`src/rtl/fetch_stage_if.sv`:
```
// Bundle of the fetch stage's hazard controls, redirect, instruction-memory
// port and decode-stage outputs. master = fetch stage, slave = its environment.
interface fetch_stage_if;
    logic        StallF;
    logic        StallD;
    logic        FlushD;
    logic        PCSrcE;
    logic [31:0] PCTargetE;
    logic [31:0] imem_addr;
    logic [31:0] imem_rdata;
    logic        imem_valid;
    logic [31:0] InstrD;
    logic [31:0] PCD;
    logic [31:0] PCPlus4D;
    logic        ValidD;
    logic [6:0]  OpD;
    logic [2:0]  funct3D;
    logic [6:0]  funct7D;

    modport master (
        input  StallF, StallD, FlushD, PCSrcE, PCTargetE,
        input  imem_rdata, imem_valid,
        output imem_addr,
        output InstrD, PCD, PCPlus4D, ValidD, OpD, funct3D, funct7D
    );

    modport slave (
        output StallF, StallD, FlushD, PCSrcE, PCTargetE,
        output imem_rdata, imem_valid,
        input  imem_addr,
        input  InstrD, PCD, PCPlus4D, ValidD, OpD, funct3D, funct7D
    );
endinterface

```
`src/rtl/fetch_stage.sv`:
```
// Instruction fetch stage: PC register, BOOT/RUN/MISS control FSM and the
// IF/ID pipeline register with stall, flush and redirect handling.
module fetch_stage #(
    parameter logic [31:0] RESET_PC  = 32'h0000_0000,
    parameter logic [31:0] NOP_INSTR = 32'h0000_0013
) (
    input  logic          clk,
    input  logic          rst,
    fetch_stage_if.master bus
);

    typedef enum logic [1:0] {
        BOOT = 2'd0,
        RUN  = 2'd1,
        MISS = 2'd2
    } state_t;

    state_t      state_q, state_d;
    logic [31:0] pcf_q, pcf_d;
    logic [31:0] instrd_q, instrd_d;
    logic [31:0] pcd_q, pcd_d;
    logic [31:0] pcplus4d_q, pcplus4d_d;
    logic        validd_q, validd_d;

    logic        in_boot;
    logic        word_ok;
    logic [31:0] pcplus4f;
    logic [31:0] target_aligned;

    assign pcplus4f       = pcf_q + 32'd4;
    assign target_aligned = bus.PCTargetE & ~32'h0000_0003;

    // ---------------- FSM: state register ----------------
    always_ff @(posedge clk or negedge rst) begin
        if (!rst) begin
            state_q <= BOOT;
        end else begin
            state_q <= state_d;
        end
    end

    // ---------------- FSM: next state ----------------
    always_comb begin
        state_d = state_q;
        case (state_q)
            BOOT: state_d = RUN;
            RUN: begin
                if (!bus.imem_valid && !bus.PCSrcE) begin
                    state_d = MISS;
                end
            end
            MISS: begin
                if (bus.imem_valid || bus.PCSrcE) begin
                    state_d = RUN;
                end
            end
            default: state_d = BOOT;
        endcase
    end

    // ---------------- FSM: outputs ----------------
    // The BOOT cycle never accepts a word, even if memory claims it is valid.
    always_comb begin
        in_boot = 1'b0;
        word_ok = 1'b0;
        case (state_q)
            BOOT:    in_boot = 1'b1;
            RUN,
            MISS:    word_ok = bus.imem_valid;
            default: in_boot = 1'b1;
        endcase
    end

    // ---------------- PC next value ----------------
    always_comb begin
        pcf_d = pcf_q;
        if (bus.PCSrcE) begin
            pcf_d = target_aligned;
        end else if (bus.StallF) begin
            pcf_d = pcf_q;
        end else if (word_ok) begin
            pcf_d = pcplus4f;
        end
    end

    // ---------------- IF/ID next value ----------------
    // A redirect discards the word currently in flight, so it bubbles D too.
    always_comb begin
        instrd_d   = instrd_q;
        pcd_d      = pcd_q;
        pcplus4d_d = pcplus4d_q;
        validd_d   = validd_q;
        if (bus.FlushD) begin
            instrd_d   = NOP_INSTR;
            pcd_d      = 32'h0;
            pcplus4d_d = 32'h0;
            validd_d   = 1'b0;
        end else if (bus.StallD) begin
            instrd_d   = instrd_q;
        end else if (in_boot || !word_ok || bus.PCSrcE) begin
            instrd_d   = NOP_INSTR;
            pcd_d      = 32'h0;
            pcplus4d_d = 32'h0;
            validd_d   = 1'b0;
        end else begin
            instrd_d   = bus.imem_rdata;
            pcd_d      = pcf_q;
            pcplus4d_d = pcplus4f;
            validd_d   = 1'b1;
        end
    end

    // ---------------- registers ----------------
    always_ff @(posedge clk or negedge rst) begin
        if (!rst) begin
            pcf_q      <= RESET_PC;
            instrd_q   <= NOP_INSTR;
            pcd_q      <= 32'h0;
            pcplus4d_q <= 32'h0;
            validd_q   <= 1'b0;
        end else begin
            pcf_q      <= pcf_d;
            instrd_q   <= instrd_d;
            pcd_q      <= pcd_d;
            pcplus4d_q <= pcplus4d_d;
            validd_q   <= validd_d;
        end
    end

    assign bus.imem_addr = pcf_q;
    assign bus.InstrD    = instrd_q;
    assign bus.PCD       = pcd_q;
    assign bus.PCPlus4D  = pcplus4d_q;
    assign bus.ValidD    = validd_q;
    assign bus.OpD       = instrd_q[6:0];
    assign bus.funct3D   = instrd_q[14:12];
    assign bus.funct7D   = instrd_q[31:25];

endmodule

```
`src/flat_wrapper.sv`:
```
// flat-port wrapper written by rule: the top's interface ports become plain ports
module fetch_stage_flat 
#(
    parameter logic [31:0] RESET_PC  = 32'h0000_0000,
    parameter logic [31:0] NOP_INSTR = 32'h0000_0013
)
  (clk, rst, bus_StallF, bus_StallD, bus_FlushD, bus_PCSrcE, bus_PCTargetE, bus_imem_rdata, bus_imem_valid, bus_imem_addr, bus_InstrD, bus_PCD, bus_PCPlus4D, bus_ValidD, bus_OpD, bus_funct3D, bus_funct7D);
  fetch_stage_if bus_i ();
  input  logic clk;
  input  logic rst;
  input wire logic [$bits(bus_i.StallF)-1:0] bus_StallF;
  input wire logic [$bits(bus_i.StallD)-1:0] bus_StallD;
  input wire logic [$bits(bus_i.FlushD)-1:0] bus_FlushD;
  input wire logic [$bits(bus_i.PCSrcE)-1:0] bus_PCSrcE;
  input wire logic [$bits(bus_i.PCTargetE)-1:0] bus_PCTargetE;
  input wire logic [$bits(bus_i.imem_rdata)-1:0] bus_imem_rdata;
  input wire logic [$bits(bus_i.imem_valid)-1:0] bus_imem_valid;
  output wire logic [$bits(bus_i.imem_addr)-1:0] bus_imem_addr;
  output wire logic [$bits(bus_i.InstrD)-1:0] bus_InstrD;
  output wire logic [$bits(bus_i.PCD)-1:0] bus_PCD;
  output wire logic [$bits(bus_i.PCPlus4D)-1:0] bus_PCPlus4D;
  output wire logic [$bits(bus_i.ValidD)-1:0] bus_ValidD;
  output wire logic [$bits(bus_i.OpD)-1:0] bus_OpD;
  output wire logic [$bits(bus_i.funct3D)-1:0] bus_funct3D;
  output wire logic [$bits(bus_i.funct7D)-1:0] bus_funct7D;
  assign bus_i.StallF = bus_StallF;
  assign bus_i.StallD = bus_StallD;
  assign bus_i.FlushD = bus_FlushD;
  assign bus_i.PCSrcE = bus_PCSrcE;
  assign bus_i.PCTargetE = bus_PCTargetE;
  assign bus_i.imem_rdata = bus_imem_rdata;
  assign bus_i.imem_valid = bus_imem_valid;
  assign bus_imem_addr = bus_i.imem_addr;
  assign bus_InstrD = bus_i.InstrD;
  assign bus_PCD = bus_i.PCD;
  assign bus_PCPlus4D = bus_i.PCPlus4D;
  assign bus_ValidD = bus_i.ValidD;
  assign bus_OpD = bus_i.OpD;
  assign bus_funct3D = bus_i.funct3D;
  assign bus_funct7D = bus_i.funct7D;
  fetch_stage #(.RESET_PC(RESET_PC), .NOP_INSTR(NOP_INSTR)) u_core (.clk(clk), .rst(rst), .bus(bus_i));
endmodule
```
`config.mk`:
```
export PLATFORM = sky130hd
export DESIGN_NAME = fetch_stage_flat
export DESIGN_NICKNAME = d
export VERILOG_FILES = /design/src/rtl/fetch_stage_if.sv /design/src/rtl/fetch_stage.sv /design/src/flat_wrapper.sv
export SDC_FILE = /design/constraint.sdc
export NUM_CORES = 1
export LEC_CHECK = 0
export CAP_MARGIN = 10
export CORE_ASPECT_RATIO = 1.25
export CORE_MARGIN = 4
export CORE_UTILIZATION = 50
export CTS_BUF_LIST = sky130_fd_sc_hd__clkbuf_4 sky130_fd_sc_hd__clkbuf_8
export CTS_CLUSTER_DIAMETER = 80
export DETAILED_ROUTE_END_ITERATION = 6
export DONT_BUFFER_PORTS = 1
export PLACE_DENSITY = 0.68
export SYNTH_ARGS = -nofsm -noshare
export SYNTH_HDL_FRONTEND = slang
export SYNTH_SLANG_ARGS = --single-unit
```
`constraint.sdc`:
```
create_clock -name clk -period 2.2 [get_ports clk]
set_input_delay 0.33 -clock clk [delete_from_list [all_inputs] [get_ports clk]]
set_output_delay 0.33 -clock clk [all_outputs]
set_load 0.01 [all_outputs]
```
==> load_flow_metrics.sql, run 1 <==
INSERT INTO impl_metrics (metric_group, metric, value, unit) VALUES
('status', 'outcome', 'complete, but fails checks', ''),
('status', 'violations', 'negative hold slack', ''),
('synth', 'share_of_synthesized_flip_flops_with_an_asynchronous_set_or_reset', '100', '%'),
('synth', 'synthDominantCellAreaShare', '53.3', '%'),
('floorplanning', 'floorplan.die_area', '13300', 'um2'),
('routing', 'drtAntennaViolNets', '0', ''),
('synth', 'post_synth_main_area_contributors', 'sky130_fd_sc_hd__dfrtp_1, sky130_fd_sc_hd__a22o_1, sky130_fd_sc_hd__nand2_1', ''),
('synth', 'syn_warnings', '0', ''),
('routing', 'route.detailed.vias_per_inst', '5.91', ''),
('sta', 'setup_viol_count_final', '0', ''),
('setup_path', 'startpoint_type', 'flip-flop', ''),
('global_route', 'aggregate_global_routing_overflow', '0', ''),
('pwr', 'pwr-share-seq', '49.4', '%'),
('routing', 'dr.max_layer_used', 'met4', ''),
('pwr', 'power_frac_comb', '15.2', '%'),
('sta', 'finalCriticalPeriod', '2.09', 'ns'),
('setup_path', 'critical-path-slowest-cell', 'sky130_fd_sc_hd__dfrtp_1', ''),
('sta', 'tightestPinTransition', '0.700', 'ns'),
('floorplanning', 'dieWidth', '104', 'um'),
('sta', 'setup_tns', '0', 'ns'),
('hold_path', 'min_path_type', 'input pin to async pin', ''),
('sta', 'slew_viol_final', '0', ''),
('setup_path', 'cp_cell_sequence', 'inv_1 -> ha_1 -> nand3b_1 -> nor3_1 -> buf_4 -> nand3_1 -> xnor2_1 -> mux2_2', ''),
('floorplanning', 'starting_density_of_the_core', '51.6', '%'),
('routing', 'detail_route.wl_per_cell', '21.7', 'um'),
('synth', 'synth_seq_area_share', '54.6', '%'),
('synth', 'synth_area_leader_cell', 'sky130_fd_sc_hd__dfrtp_1', ''),
('sta', 'max_clock_freq', '0.479', 'GHz'),
('routing', 'met2_wirelength', '7960', 'um'),
('routing', 'drt-met1-wl', '6100', 'um'),
('place', 'post-dp-hpwl', '10100', 'um'),
('pwr', 'clock_power_share', '35.3', '%'),
('pwr', 'sw_frac_of_total', '29.5', '%'),
('sta', 'worst_hold_margin', '-0.412', 'ns'),
('synth', 'postSynthCellCount', '551', ''),
('setup_path', 'reg2reg_to', 'u_core.bus.imem_addr[25]', ''),
('routing', 'drt-initial-drc-count', '214', ''),
('synth', 'yosys.cell_count.top_type', 'sky130_fd_sc_hd__dfrtp_1', ''),
('setup_path', 'timing_worst_setup_path_type', 'flip-flop to flip-flop', ''),
('setup_path', 'timing.critical_path.slowest_cell_delay', '0.40', 'ns'),
('routing', 'routed-wl-met3', '1240', 'um'),
('synth', 'synth_edf_count', '0', ''),
('global_route', 'number_of_global_route_vias_before_repair', '4317', ''),
('final_layout', 'finish.utilization', '58.8', '%'),
('synth', 'synth_flop_cell', 'sky130_fd_sc_hd__dfrtp_1', ''),
('global_route', 'antenna_found_initial', '0', ''),
('setup_path', 'endpoint_kind', 'flip-flop', ''),
('routing', 'dr.pass1.iters', '5', ''),
('final_layout', 'layout-area-overhead-vs-synth', '13.9', '%'),
('sta', 'finalClockSkew', '0.00936', 'ns'),
('final_layout', 'final_nets', '642', ''),
('place', 'routabilityCongestion', '0.813', ''),
('floorplanning', 'design.portCount', '217', ''),
('synth', 'post_synth_most_frequent_cells', 'sky130_fd_sc_hd__dfrtp_1, sky130_fd_sc_hd__nand2_1, sky130_fd_sc_hd__a22o_1, sky130_fd_sc_hd__o21ai_1, sky130_fd_sc_hd__clkbuf_1', ''),
('synth', 'yosysUniqueCellTypes', '38', ''),
('routing', 'vias', '4227', ''),
('clocking', 'cts.path.max_buffers', '2', ''),
('global_route', 'grt_max_degree', '127', ''),
('pwr', 'p_sw', '1.59', 'mW'),
('pwr', 'power_density', '823', 'nW/um2'),
('clocking', 'cts_tree', 'built', ''),
('setup_path', 'crit_path_end', 'u_core.bus.imem_addr[25]', ''),
('clocking', 'cts.root.buffer_cell', 'sky130_fd_sc_hd__clkbuf_8', ''),
('sta', 'period_share', '94.9', '%'),
('clocking', 'cts-buffers-inserted', '17', ''),
('clocking', 'clk_pin_slew_worst_paths', '0.07', 'ns'),
('setup_path', 'reg2regPathDepth', '8', ''),
('global_route', 'grt_usage', '23.3', '%'),
('setup_path', 'worstPathMaxFanout', '6', ''),
('sta', 'hold_violations', '126', ''),
('routing', 'final_routed_wirelength', '15500', 'um');
-- final cells by class --
class,count,area [um2]
Tap cell,135,169
Multi-Input combinational cell,353,2290
Fill cell,920,4610
Sequential cell,126,3160
Clock inverter,11,90.1
Clock buffer,21,289
Inverter,5,18.8
Timing Repair Buffer,64,568
-- per-layer routing --
metal / up-vias / global-route usage [%]
li1: 1925 / -
met1: 2109 / 28.1
met2: 179 / 38.7
met3: 14 / 8.82
met4: 0 / 8.29
met5: - / 0
-- cells in the final DEF, fill, tap and decap left out, types with 6 or more instances in the layout --
master / count
sky130_fd_sc_hd__o21ai_0: 7
sky130_fd_sc_hd__xor2_1: 27
sky130_fd_sc_hd__a22o_1: 59
sky130_fd_sc_hd__clkinv_2: 6
sky130_fd_sc_hd__nor3_1: 11
sky130_fd_sc_hd__nor2_1: 14
sky130_fd_sc_hd__dlygate4sd3_1: 25
sky130_fd_sc_hd__nand4_1: 15
sky130_fd_sc_hd__xnor2_1: 30
sky130_fd_sc_hd__buf_4: 37
sky130_fd_sc_hd__nand3_1: 17
sky130_fd_sc_hd__nand2_1: 81
sky130_fd_sc_hd__o21ai_1: 53
sky130_fd_sc_hd__dfrtp_1: 123
sky130_fd_sc_hd__clkbuf_8: 21
-- flip-flops by register name, summed over array words and instances, names as in the netlist --
register and cells:
u_core.bus.imem_addr 30, u_core.state_q 2, u_core.bus.ValidD 1, u_core.bus.PCPlus4D 31, u_core.bus.InstrD 32, u_core.bus.PCD 30
-- critical path: cells and delay by family (launching register included) --
family | cells | cell delay [ns]
flops | 1 | 0.40
buf+inv | 2 | 0.28
mux | 1 | 0.26
fa+ha+maj | 1 | 0.29
simple gates | 3 | 0.60
xor+xnor | 1 | 0.14
-- metrics by stage --
stage                     hold slack (ns)  setup slack (ns)  std cells  cell area, um2
after floorplan                    0.0344            0.0561        552            5780
after global placement             0.0374            0.0847        656            5910
after CTS                          -0.442            0.0114        705            6470
after detailed placement           0.0377            0.0370        656            5910
final                              -0.412             0.113        715            6580
after global routing               -0.465           -0.0285        715            6580
-- power groups by stage --
stage	clock network, mW	logic, mW	registers [mW]
after global routing	2.10	0.898	2.69
after CTS	1.96	0.799	2.68
after global placement	0	0.726	2.71
after floorplan	0	0.542	2.70
after detailed placement	0	0.756	2.72
final	1.91	0.824	2.68
-- repair_timing --
item,in CTS,in global routing
hold buffers,17,9
hold endpoints to repair,156,135
gates resized for setup,0,2
setup endpoints to repair,0,4
buffers inserted,0,1
-- kinds of logic after synthesis --
family	Yosys count	share of synthesized area [%]
compound gates	124	14.8
xor+xnor	57	8.64
fa+ha+maj	4	0.866
buf+inv	73	6.32
flops	126	54.6
mux	4	0.736
other cells	1	0.0649
simple gates	162	13.9
-- worst min path at each step --
stage          start                endpoint
6_report         rst  u_core.bus.PCPlus4D[1]
5_1_grt          rst   u_core.bus.InstrD[29]
4_1_cts          rst   u_core.bus.InstrD[29]
3_5_place_dp     rst   u_core.bus.InstrD[29]
3_3_place_gp     rst   u_core.bus.InstrD[29]
2_1_floorplan    rst   u_core.bus.InstrD[10]
Note: power is estimated with default switching activity, not from simulation.
==> run 2, diff against run 1 <==
==> constraint.sdc (replaced) <==
create_clock -name clk -period 1.8 [get_ports clk]
set_input_delay 0.27 -clock clk [delete_from_list [all_inputs] [get_ports clk]]
set_output_delay 0.27 -clock clk [all_outputs]
set_load 0.01 [all_outputs]
==> load_flow_metrics.sql, run 2 (same netlist as run 1, synthesis figures left out) <==
INSERT INTO impl_metrics (metric_group, metric, value, unit) VALUES
('status', 'outcome', 'complete, but fails checks', ''),
('status', 'violations', 'negative hold slack, negative setup slack', ''),
('pwr', 'power_density', '1010', 'nW/um2'),
('routing', 'drt-initial-drc-count', '224', ''),
('sta', 'finalCriticalPeriod', '1.82', 'ns'),
('clocking', 'clk_pin_slew_worst_paths', '0.08', 'ns'),
('floorplanning', 'design.portCount', '217', ''),
('global_route', 'aggregate_global_routing_overflow', '0', ''),
('clocking', 'insertion_delay_to_the_later_sink_of_the_worst_skew_pair', '0.44', 'ns'),
('routing', 'detail_route.drc_violations', '0', ''),
('routing', 'route.detailed.vias_per_inst', '5.72', ''),
('floorplanning', 'floorplan.die_area', '13300', 'um2'),
('sta', 'slew_viol_final', '0', ''),
('sta', 'setup_ws', '-0.0220', 'ns'),
('routing', 'dr.pass1.iters', '4', ''),
('final_layout', 'final_nets', '701', ''),
('global_route', 'grt_first_pass_wirelength', '26200', 'um'),
('clocking', 'holdBufCountCts', '63', ''),
('sta', 'setup_viol_count_final', '2', ''),
('setup_path', 'crit_arrival', '2.14', 'ns'),
('clocking', 'cts.root.buffer_cell', 'sky130_fd_sc_hd__clkbuf_8', ''),
('floorplanning', 'starting_density_of_the_core', '51.6', '%'),
('sta', 'worst_hold_margin', '-0.479', 'ns'),
('global_route', 'grt_max_degree', '127', ''),
('place', 'numPortBuffers', '0', ''),
('clocking', 'cts.path.max_buffers', '2', ''),
('final_layout', 'layout.cells.most_common', 'sky130_fd_sc_hd__dfrtp_1', ''),
('final_layout', 'antenna_cells', '0', ''),
('routing', 'vias', '4428', ''),
('floorplanning', 'coreArea', '11200', 'um2'),
('sta', 'period_share', '101', '%'),
('final_layout', 'layout-area-overhead-vs-synth', '28.0', '%'),
('setup_path', 'startpoint_type', 'flip-flop', ''),
('routing', 'final_routed_wirelength', '16200', 'um'),
('place', 'cell_count_post_placement', '675', ''),
('sta', 'hold_violations', '126', ''),
('place', 'routabilityCongestion', '0.831', ''),
('floorplanning', 'dieWidth', '104', 'um'),
('hold_path', 'min_path_type', 'input pin to async pin', ''),
('clocking', 'cts_tree', 'built', ''),
('sta', 'finalClockSkew', '0.0140', 'ns'),
('global_route', 'antenna_found_initial', '0', ''),
('final_layout', 'largest_register_ff_count', '32', ''),
('final_layout', 'post_layout_nonfiller_instances', '774', ''),
('final_layout', 'final_cell_mix', 'sky130_fd_sc_hd__dfrtp_1, sky130_fd_sc_hd__nand2_1, sky130_fd_sc_hd__dlygate4sd3_1', ''),
('sta', 'max_clock_freq', '0.549', 'GHz'),
('sta', 'grt_setup_unrepaired', 'true', ''),
('pwr', 'vdd_drop_max', '0.000521', 'V'),
('routing', 'drtAntennaViolNets', '0', ''),
('setup_path', 'endpoint_kind', 'flip-flop', ''),
('clocking', 'total_number_of_h_tree_levels', '4', ''),
('clocking', 'cts-buffers-inserted', '17', ''),
('global_route', 'grt_usage', '24.9', '%'),
('routing', 'detail_route.wl_per_cell', '20.9', 'um'),
('clocking', 'clk_sink_count', '126', ''),
('floorplanning', 'die_y', '128', 'um'),
('place', 'post-dp-hpwl', '10500', 'um'),
('run', 'max_cap_viol_count', '0', ''),
('setup_path', 'timing_worst_setup_path_type', 'flip-flop to flip-flop', ''),
('setup_path', 'worstPathMaxFanout', '8', ''),
('final_layout', 'drive_gt1_share', '20.2', '%'),
('pwr', 'static-leakage-power', '3.24', 'nW'),
('final_layout', 'filler_instances', '857', ''),
('floorplanning', 'core.rowCount', '43', ''),
('global_route', 'number_of_global_route_vias_before_repair', '4737', ''),
('setup_path', 'critPathRequiredTime', '2.12', 'ns');
==> run 2: cell types whose count changed in the layout (fill, tap and decap cells not counted), moves of 3 or more <==
cell	change
sky130_fd_sc_hd__dlygate4sd3_1	+37
sky130_fd_sc_hd__buf_4	+16
sky130_fd_sc_hd__nor3_1	-7
sky130_fd_sc_hd__clkinv_2	-5
sky130_fd_sc_hd__clkinv_4	+5
sky130_fd_sc_hd__bufinv_16	+4
sky130_fd_sc_hd__nor3_2	+4
sky130_fd_sc_hd__buf_12	+3
sky130_fd_sc_hd__buf_6	+3
sky130_fd_sc_hd__clkbuf_8	-3
sky130_fd_sc_hd__dfrtp_1	-3
sky130_fd_sc_hd__dfrtp_2	+3
sky130_fd_sc_hd__nor3_4	+3
==> run 2: final cells by class <==
| type | count | area, um2 | area share [%] |
|---|---|---|---|
| Clock buffer | 19 | 255 | 3.45 |
| Multi-Input combinational cell | 353 | 2420 | 32.8 |
| Clock inverter | 13 | 214 | 2.89 |
| Sequential cell | 126 | 3160 | 42.8 |
| Inverter | 5 | 18.8 | 0.254 |
| Tap cell | 135 | 169 | 2.29 |
| Timing Repair Buffer | 123 | 1150 | 15.6 |
==> run 2: through the flow <==
stage	instance area (um2)	power, mW	util, %	TNS (ns)	worst slack (ns)
5_1_grt	7390	7.79	66.1	-0.641	-0.0809
6_report	7390	7.48	66.1	-0.0257	-0.0220
3_5_place_dp	6170	4.42	55.1	-0.192	-0.0464
2_1_floorplan	5900	4.00	-	-0.656	-0.109
4_1_cts	7300	7.46	65.3	-0.0247	-0.0219
3_3_place_gp	6170	4.35	55.1	-0.00864	-0.00864
==> run 2: report_power, final <==
part | total, mW | switching [mW] | internal, mW
combinational | 1.35 | 0.712 | 0.634
sequential | 3.25 | 0.228 | 3.03
clock | 2.88 | 1.17 | 1.71
total | 7.48 | 2.11 | 5.37
==> run 2: worst paths after layout <==
check | from | endpoint | slack [ns] | cells after the start
max | u_core.bus.imem_addr[2] | u_core.bus.imem_addr[18] | -0.02 | 6
min | rst | u_core.bus.PCPlus4D[8] | -0.48 | 0
max reg2reg | u_core.bus.imem_addr[2] | u_core.bus.imem_addr[18] | -0.02 | 6
min reg2reg | u_core.bus.ValidD | u_core.bus.ValidD | 0.56 | 2
max in group asynchronous | rst | u_core.bus.InstrD[4] | 2.05 | 0
min in group clk | bus_PCSrcE | u_core.state_q[0] | 0.06 | 2
==> run 2: routing by layer <==
| metal | track usage (%) | vias up | part of all wire [%] |
|---|---|---|---|
| met3 | 8.06 | 17 | 7.5 |
| met1 | 29.2 | 2187 | 39 |
| met2 | 42.9 | 180 | 52 |
| li1 | - | 2044 | - |
| met5 | 0 | - | 0 |
| met4 | 9.08 | 0 | 1.5 |
==> run 2: timing repair <==
item,in CTS,in global routing
setup endpoints to repair,17,89
gates resized for setup,2,16
hold endpoints to repair,188,126
pin swaps,1,6
setup buffers,2,2
gates cloned,0,0
==> run 2: worst max-delay path, stage by stage (launching register included) <==
cell	delay [ns]
sky130_fd_sc_hd__dfrtp_2	0.40
sky130_fd_sc_hd__ha_4	0.16
sky130_fd_sc_hd__nand3_4	0.10
sky130_fd_sc_hd__or4_4	0.56
sky130_fd_sc_hd__nor3_4	0.27
sky130_fd_sc_hd__xnor2_2	0.14
sky130_fd_sc_hd__o21ai_1	0.07
